## config.mk

```make
export PLATFORM = sky130hd
export DESIGN_NAME = rs_packet_rx
export DESIGN_NICKNAME = d
export VERILOG_FILES = /design/src/rtl/rs_packet_rx_pkg.sv /design/src/rtl/uart_rx_byte.sv /design/src/rtl/rs_packet_rx.sv
export SDC_FILE = /design/constraint.sdc
export NUM_CORES = 1
export LEC_CHECK = 0
export CAP_MARGIN = 0
export CORE_ASPECT_RATIO = 1.75
export CORE_MARGIN = 2
export CORE_UTILIZATION = 61
export DETAILED_ROUTE_END_ITERATION = 8
export PLACE_DENSITY = 0.87
export SETUP_SLACK_MARGIN = 0.3
export SLEW_MARGIN = 20
export SYNTH_ARGS = -nofsm -noshare
export SYNTH_HDL_FRONTEND = slang
export SYNTH_SLANG_ARGS = --single-unit
```

## constraint.sdc

```tcl
create_clock -name CLK_50MHZ -period 5.4 [get_ports CLK_50MHZ]
set_input_delay 0.81 -clock CLK_50MHZ [delete_from_list [all_inputs] [get_ports CLK_50MHZ]]
set_output_delay 0.81 -clock CLK_50MHZ [all_outputs]
set_load 0.005 [all_outputs]
```

## src/rtl/rs_packet_rx_pkg.sv

```systemverilog
// Shared definitions for the RS232 packet receiver: bit-timing defaults,
// packet sizing defaults and the bit FSM state encoding.
package rs_packet_rx_pkg;

  localparam int unsigned CLKS_PER_BIT_115200 = 434;
  localparam int unsigned PKT_LEN_DEFAULT     = 16;
  localparam int unsigned AW_DEFAULT          = 4;
  localparam int unsigned DATA_BITS           = 8;

  typedef enum logic [2:0] {
    ST_IDLE   = 3'd0,
    ST_START  = 3'd1,
    ST_DATA   = 3'd2,
    ST_PARITY = 3'd3,
    ST_STOP   = 3'd4
  } rx_state_e;

endpackage

```

## src/rtl/uart_rx_byte.sv

```systemverilog
// Serial byte deserialiser: 2-FF synchroniser plus bit FSM, 8N1 by default,
// 8E1 when RS_PARITY_EN is defined.
module uart_rx_byte
  import rs_packet_rx_pkg::*;
#(
  parameter int unsigned CLKS_PER_BIT = CLKS_PER_BIT_115200
) (
  input  logic       CLK_50MHZ,
  input  logic       RST,
  input  logic       rxd,
  output logic       byte_valid,
  output logic [7:0] byte_data,
  output logic       frame_err_p,
  output logic       par_err_p
);

  localparam int unsigned HALF = CLKS_PER_BIT / 2;
  localparam int unsigned CW   = $clog2(CLKS_PER_BIT);

  logic            rx_s1, rx_s2, rx_prev;
  logic [1:0]      settle;
  logic            settled;
  rx_state_e       state, state_n;
  logic [CW-1:0]   cnt, cnt_n;
  logic [2:0]      bit_idx, bit_idx_n;
  logic [7:0]      shreg, shreg_n;
  logic            bit_end;
  logic            valid_n, ferr_n, perr_n;
  logic            par_bad;

  // Edge detection waits until rx_prev/rx_s2 both hold real line samples,
  // so a line already low at reset release is not mistaken for a start bit.
  assign settled   = (settle == 2'd3);
  assign bit_end   = (state == ST_START) ? (cnt == CW'(HALF - 1))
                                         : (cnt == CW'(CLKS_PER_BIT - 1));
  assign byte_data = shreg;

  always_ff @(posedge CLK_50MHZ) begin
    if (RST) begin
      rx_s1   <= 1'b1;
      rx_s2   <= 1'b1;
      rx_prev <= 1'b1;
      settle  <= 2'd0;
    end else begin
      rx_s1   <= rxd;
      rx_s2   <= rx_s1;
      rx_prev <= rx_s2;
      if (!settled) settle <= settle + 2'd1;
    end
  end

  always_ff @(posedge CLK_50MHZ) begin
    if (RST) begin
      state       <= ST_IDLE;
      cnt         <= '0;
      bit_idx     <= '0;
      shreg       <= '0;
      byte_valid  <= 1'b0;
      frame_err_p <= 1'b0;
      par_err_p   <= 1'b0;
    end else begin
      state       <= state_n;
      cnt         <= cnt_n;
      bit_idx     <= bit_idx_n;
      shreg       <= shreg_n;
      byte_valid  <= valid_n;
      frame_err_p <= ferr_n;
      par_err_p   <= perr_n;
    end
  end

`ifdef RS_PARITY_EN
  logic par_bad_n;

  always_ff @(posedge CLK_50MHZ) begin
    if (RST) par_bad <= 1'b0;
    else     par_bad <= par_bad_n;
  end
`else
  assign par_bad = 1'b0;
`endif

  always_comb begin
    state_n   = state;
    cnt_n     = bit_end ? '0 : cnt + CW'(1);
    bit_idx_n = bit_idx;
    shreg_n   = shreg;
    valid_n   = 1'b0;
    ferr_n    = 1'b0;
    perr_n    = 1'b0;
`ifdef RS_PARITY_EN
    par_bad_n = par_bad;
`endif
    case (state)
      ST_IDLE: begin
        cnt_n     = '0;
        bit_idx_n = '0;
        if (settled && rx_prev && !rx_s2) state_n = ST_START;
      end
      ST_START: begin
        if (bit_end) state_n = rx_s2 ? ST_IDLE : ST_DATA;
      end
      ST_DATA: begin
        if (bit_end) begin
          shreg_n   = {rx_s2, shreg[7:1]};
          bit_idx_n = bit_idx + 3'd1;
          if (bit_idx == 3'(DATA_BITS - 1)) begin
`ifdef RS_PARITY_EN
            state_n = ST_PARITY;
`else
            state_n = ST_STOP;
`endif
          end
        end
      end
`ifdef RS_PARITY_EN
      ST_PARITY: begin
        if (bit_end) begin
          par_bad_n = (^shreg) ^ rx_s2;
          state_n   = ST_STOP;
        end
      end
`endif
      ST_STOP: begin
        // Return to IDLE right at the stop sample so the next start edge is caught.
        if (bit_end) begin
          state_n = ST_IDLE;
          ferr_n  = !rx_s2;
          perr_n  = par_bad;
          valid_n = rx_s2 && !par_bad;
        end
      end
      default: state_n = ST_IDLE;
    endcase
  end

endmodule

```

## src/rtl/rs_packet_rx.sv

```systemverilog
// RS232 receiver with a PKT_LEN-byte packet buffer frozen on completion for
// readout. Parity framing (8E1) is selected by defining RS_PARITY_EN.
module rs_packet_rx
  import rs_packet_rx_pkg::*;
#(
  parameter int unsigned CLKS_PER_BIT = CLKS_PER_BIT_115200,
  parameter int unsigned PKT_LEN      = PKT_LEN_DEFAULT,
  parameter int unsigned AW           = AW_DEFAULT
) (
  input  logic          CLK_50MHZ,
  input  logic          RST,
  input  logic          RXD,
  input  logic          RS_CLR,
  input  logic [AW-1:0] RD_ADDR,
  output logic [7:0]    RD_DATA,
  output logic          RS_DONE,
  output logic [AW:0]   BYTE_CNT,
  output logic          FRAME_ERR,
  output logic          PAR_ERR,
  output logic          OVERRUN
);

  localparam int unsigned DEPTH = 1 << AW;

  logic          byte_valid;
  logic [7:0]    byte_data;
  logic          frame_err_p, par_err_p;
  logic [AW-1:0] wr_ptr, wr_addr;
  logic          wr_en, last_byte;
  logic [7:0]    mem [DEPTH];

  uart_rx_byte #(.CLKS_PER_BIT(CLKS_PER_BIT)) u_rx (
    .CLK_50MHZ  (CLK_50MHZ),
    .RST        (RST),
    .rxd        (RXD),
    .byte_valid (byte_valid),
    .byte_data  (byte_data),
    .frame_err_p(frame_err_p),
    .par_err_p  (par_err_p)
  );

  // A clear coinciding with a new byte restarts the packet with that byte at index 0.
  assign wr_en     = byte_valid && (RS_CLR || !RS_DONE);
  assign wr_addr   = RS_CLR ? '0 : wr_ptr;
  assign last_byte = (BYTE_CNT == (AW+1)'(PKT_LEN - 1));

  always_ff @(posedge CLK_50MHZ) begin
    if (wr_en) mem[wr_addr] <= byte_data;
  end

  always_ff @(posedge CLK_50MHZ) begin
    if (RST) begin
      RD_DATA   <= '0;
      RS_DONE   <= 1'b0;
      BYTE_CNT  <= '0;
      wr_ptr    <= '0;
      FRAME_ERR <= 1'b0;
      PAR_ERR   <= 1'b0;
      OVERRUN   <= 1'b0;
    end else begin
      RD_DATA   <= mem[RD_ADDR];
      FRAME_ERR <= (FRAME_ERR && !RS_CLR) || frame_err_p;
      PAR_ERR   <= (PAR_ERR && !RS_CLR) || par_err_p;
      OVERRUN   <= (OVERRUN && !RS_CLR) || (byte_valid && RS_DONE && !RS_CLR);
      if (RS_CLR) begin
        RS_DONE  <= 1'b0;
        BYTE_CNT <= byte_valid ? (AW+1)'(1) : '0;
        wr_ptr   <= byte_valid ? AW'(1) : '0;
      end else if (byte_valid && !RS_DONE) begin
        BYTE_CNT <= BYTE_CNT + (AW+1)'(1);
        if (last_byte) begin
          RS_DONE <= 1'b1;
          wr_ptr  <= '0;
        end else begin
          wr_ptr  <= wr_ptr + AW'(1);
        end
      end
    end
  end

endmodule

```

### Yosys cells after proc, flatten, opt, wreduce, memory -nomap -nowiden

Memory sizes are Yosys's and may differ from the RTL's. A register that Yosys moved wholly into a read port is not among the register bits.
Cells that the tools add are included.

* output and inout port bits: 17
* memory bits (writable): 128
* logic and storage cells: 82
* flip-flop bits (word level): 43
* memories: 1

Memories
* mem: depth 16, width 8, read ports 1, clocked after Yosys merged registers in 1, write ports 1, line rs_packet_rx.sv:30 `logic [7:0] mem [DEPTH];`

* add/subtract/negate cells: 5
* reduce and logical (&&, ||, !) cells: 25
* eq/ne operators: 13
* bitwise gates (word level): 2
* mux-type cells: 20

Operators with widths (count)
* $mux W3: 6
* $mux W4: 4
* $pmux W3 S4: 1
* $mux W5: 2
* $ne A2 B1 Y1 const B: 5
* $add A9 B1 Y9 const B: 1
* $eq A9 B8 Y1 const B: 1
* $eq A9 B9 Y1 const B: 1
* $logic_and A1 B1 Y1: 9
* $eq A3 B3 Y1 const B: 2
* $pmux W3 S2: 1
* $reduce_and A2 Y1: 3
* $reduce_or A3 Y1: 2
* $add A5 B1 Y5 const B: 1
* $eq A5 B4 Y1 const B: 1
* $mux W1: 5
* $reduce_and A5 Y1: 1
* $add A4 B1 Y4 const B: 1
* $reduce_bool A2 Y1: 2
* $add A3 B1 Y3 const B: 1
* $eq A3 B1 Y1 const B: 1
* $eq A3 B2 Y1 const B: 1
* $logic_not A1 Y1: 3
* $logic_not A3 Y1: 1
* other kinds (6): 9

### Depth between registers and ports, before layout

* word-level depth: 5
* gate-level depth with buffers: 6
* gate-level depth less buffers: 6

### Hierarchy

A second synthesis with hierarchy kept.

* cell total of the unflattened synthesis: 503
* area total of the unflattened synthesis: 7248.2 sq um

By module, submodules not included
* rs_packet_rx: area each 5868.1 sq um, cells each 360, times used 1
* uart_rx_byte: area each 1380.1 sq um, cells each 143, times used 1

### Least setup slack after synthesis

OpenSTA, ideal clock, no wires.

* path kind: input port to flip-flop
* from: in RS_CLR
* to: mem mem[3][0], enable pin
* arrival: 2159 ps
* path slack: 2847 ps
* data required time: 5005 ps
* library setup time: 395 ps
* cell stages on the path: 4
* cell sequence: clkbuf_1 nor2b_1 nand2_1 nor4_1

* longest elaborated chain between the ends: 4
* elaborated cells on any way between the ends: 5
* classes of those cells: mux (3); reduce/logical (2)

RTL lines
* from (decl): line rs_packet_rx.sv:13 `input logic RS_CLR,`
* $logic_or A1 B1 Y1: line rs_packet_rx.sv:43 `assign wr_en = byte_valid && (RS_CLR || !RS_DONE);`
* $logic_and A1 B1 Y1: line rs_packet_rx.sv:43
* $mux W1: line rs_packet_rx.sv:48 `if (wr_en) mem[wr_addr] <= byte_data;`
* $mux W1 (implied by the code): line rs_packet_rx.sv:48
* to (decl): line rs_packet_rx.sv:30

Several ways; a longest one is shown, not always the timed one.

==> results by group <==
Logic synthesis
  – Cell Area, Synth: 7050 sq um
  – Count of warnings emitted by yosys: 0
  – Post-synthesis cell count: 463
  – Most used flip-flop cell after synthesis: edfxtp_1
  – Seq/Total Area, Yosys: 69.0%
  – Synthesized area per cell: 15.2 sq um
  – Yosys cell types: 49
  – Synthesized flop and latch total: 179
  – Synth top cells by count: edfxtp_1 (128), dfxtp_1 (51), nor2_1 (43), mux4_2 (24), nand2_1 (24)
  – Syn_nets: 478
  – Post-synth EDFFs: 128
  – Largest cells by area after synthesis: edfxtp_1 (55%), dfxtp_1 (14%), mux4_2 (7.7%), nor2_1 (2.3%), mux2i_1 (2.3%)
  – Yosys top cell area share: 54.6%
  – Top-count cell post-synth: edfxtp_1
  – Ys async rst share: 0%
  – Leading area contributor after synthesis: edfxtp_1

Die
  – Core area: 11400 sq um
  – # rows: 52
  – Die W: 85.2 um
  – Starting Density: 61.9%
  – Die Height: 146 um
  – Die area: 12500 sq um
  – Num ports: 25

Routing
  – Routed vias: 4063
  – Routed Antenna Nets: 0
  – # DRC: 0
  – Initial drt markers: 288
  – Routed wire per std cell: 22.4 um
  – DR vias/cell: 6.37
  – First-pass DRT Iterations: 5
  – Total wire length: 14300 um

Pwr
  – Clock power share: 42.1%
  – LEAKAGE: 0.00258 uW
  – Sequential power share: 54.2%
  – Combinational Power Share: 3.7%
  – Sw Ratio: 20.7%
  – Peak VDD IR: 339 uV
  – Internal cell power: 2150 uW
  – P_sw: 560 uW
  – PwrDens: 341 nW/um^2

CTS
  – Cts-stage hold buffer count: 0
  – Worst skew pair latency: 0.42 ns
  – CTS Buf Count: 17
  – Clock root cell: clkbuf_16
  – CTS resizes: 0
  – Clock tree buffer depth: 2
  – CTS tree: done
  – Sink Count: 179
  – Htree depth: 4
  – Post-CTS setup buffers: 0
  – Clk slew on worst S/H paths: 0.07 ns

Finish
  – # nets final: 505
  – Register area: 4860 sq um
  – Number of diodes: 0
  – Syn-to-layout area delta: 12.6%
  – Share of layout cells above drive strength 1: 14.3%
  – Fillers: 708
  – Area of the multi-input gates: 2060 sq um

Job
  – Total of max-cap violations: 0

GRT
  – Number of global-route vias before repair: 4128
  – First-pass GRT wire length: 22700 um
  – Largest net degree at the start of global routing: 29
  – Remaining Overflow, GRT: 0
  – GR Util All Layers: 24.7%
  – Initial antenna violation count: 0

Worst hold path
  – Worst Hold Class: reg2reg

STA
  – Skew final: 0.0116 ns
  – Slew Viols, Final: 0
  – Worst-Margin Slew: 0.899 ns
  – Min Tclk post-route: 2.60 ns
  – Worst Setup Slack, final: 2.80 ns
  – Setup TNS: 0 ns
  – Peak Freq: 385 MHz
  – # setup viols final: 0
  – RSZ-0062 raised after global routing: no
  – Ratio of final minimum period to clock period: 48.1%
  – Relative slew slack: 39.6%
  – Hold Vio Cnt, Final: 0

Setup path
  – Worst Setup Path Type: in2reg
  – Critical path arrival: 2.90 ns
  – Crit path required time: 5.70 ns
  – CP Max Fanout: 17
  – CP endpoint kind: flop
  – CP Launch Type: primary input

Placed design
  – Port-buffer cells: 24
  – Place WS: 2.45 ns
  – RePlAce Congestion: 0.923
  – Detailed Place HPWL: 9710 um

Status
  – Status: finished clean
-- registers in the layout, indices dropped and copies added, names as in the netlist --
signal and flops:
u_rx.bit_idx 3, u_rx.byte_data 8, FRAME_ERR 1, OVERRUN 1
u_rx.byte_valid 1, u_rx.rx_prev 1, RS_DONE 1, wr_ptr 4
u_rx.settle 2, u_rx.cnt 9, mem 128, u_rx.rx_s1 1
RD_DATA 8, BYTE_CNT 5, u_rx.rx_s2 1, PAR_ERR 1
u_rx.state 3, u_rx.frame_err_p 1
-- cells in the final DEF (no fill, tap or decap), drive strengths merged, types with 2 or more instances in the layout --
master,instances
edfxtp,128
dfxtp,51
nor2,43
nand2,24
mux4,24
clkdlybuf4s50,23
clkbuf,20
nor3,16
mux2i,16
nor2b,13
nand3,13
a21oi,13
a211oi,9
ha,7
inv,7
and3,6
o21ai,6
xor2,6
a22oi,6
buf,6
clkinv,5
nand3b,4
nand4,4
xnor2,4
nor3b,4
o31ai,4
a221o,4
clkinvlp,4
nor4,4
nand2b,3
mux2,3
o211ai,3
or2,3
or3b,3
nor4b,2
or3,2
-- area by class of cell --
type                            count  share of cell area, %
Clock buffer                       20                   5.51
Clock inverter                     12                   1.37
Inverter                            5                  0.237
Multi-Input combinational cell    258                   26.0
Sequential cell                   179                   61.3
Tap cell                          135                   2.13
Timing Repair Buffer               29                   3.44
-- stage by stage --
| step | utilization [%] | total power (uW) | area (sq um) | hold WS [ns] | instances |
|---|---|---|---|---|---|
| final | 69.7 | 2710 | 7930 | 0.424 | 638 |
| after global routing | 69.7 | 2770 | 7930 | 0.443 | 638 |
| after CTS | 69.7 | 2710 | 7930 | 0.420 | 638 |
| after detailed placement | 64.9 | 1600 | 7390 | 0.404 | 606 |
| after global placement | 64.9 | 1590 | 7390 | 0.395 | 606 |
| after floorplan | - | 1560 | 7050 | 0.389 | 463 |
-- cell families (layout without fill, tap and decap cells) --
family                     Yosys count  after routing  synth area share [%]
DFF                                179            179                  69.0
and+or+nand+nor                    146            146                  11.0
buffers and inverters               26             66                  1.70
adders and majority gates            7              7                  1.24
AOI/OAI and AO/OA                   52             52                  5.29
xor gates and xnor gates            10             10                  1.24
muxes                               43             43                  10.4
-- critical path: stages --
cell and delay, ns:
clkdlybuf4s50_1 0.89, nand2_1 0.32, a211oi_1 0.42, nor3_1 0.11, a221o_1 0.34
-- power by group through the flow --
stage | logic [uW] | clock network (uW) | registers [uW]
6_report | 99.9 | 1140 | 1470
5_1_grt | 108 | 1190 | 1470
4_1_cts | 101 | 1140 | 1470
3_5_place_dp | 99.9 | 0 | 1500
3_3_place_gp | 97.2 | 0 | 1500
2_1_floorplan | 63.4 | 0 | 1500
-- worst paths after layout --
check | slack, ns | startpoint | endpoint | cells after the start
setup / recovery | 2.80 | RD_ADDR[2] | RD_DATA[7] | 5
setup reg to reg | 3.05 | u_rx.byte_valid | mem[15][5] | 3
hold reg to reg | 0.42 | u_rx.rx_s1 | u_rx.rx_s2 | 1
hold / removal | 0.42 | u_rx.rx_s1 | u_rx.rx_s2 | 1
-- per-layer routing --
metal	part of all wire, %	up-vias	global-route usage (%)
met3	5.2	34	6.11
met2	55	170	42.9
met4	4.1	0	12.5
met5	0	-	0
met1	36	2017	27.8
li1	-	1842	-
Power figures use the tool's default switching activity.
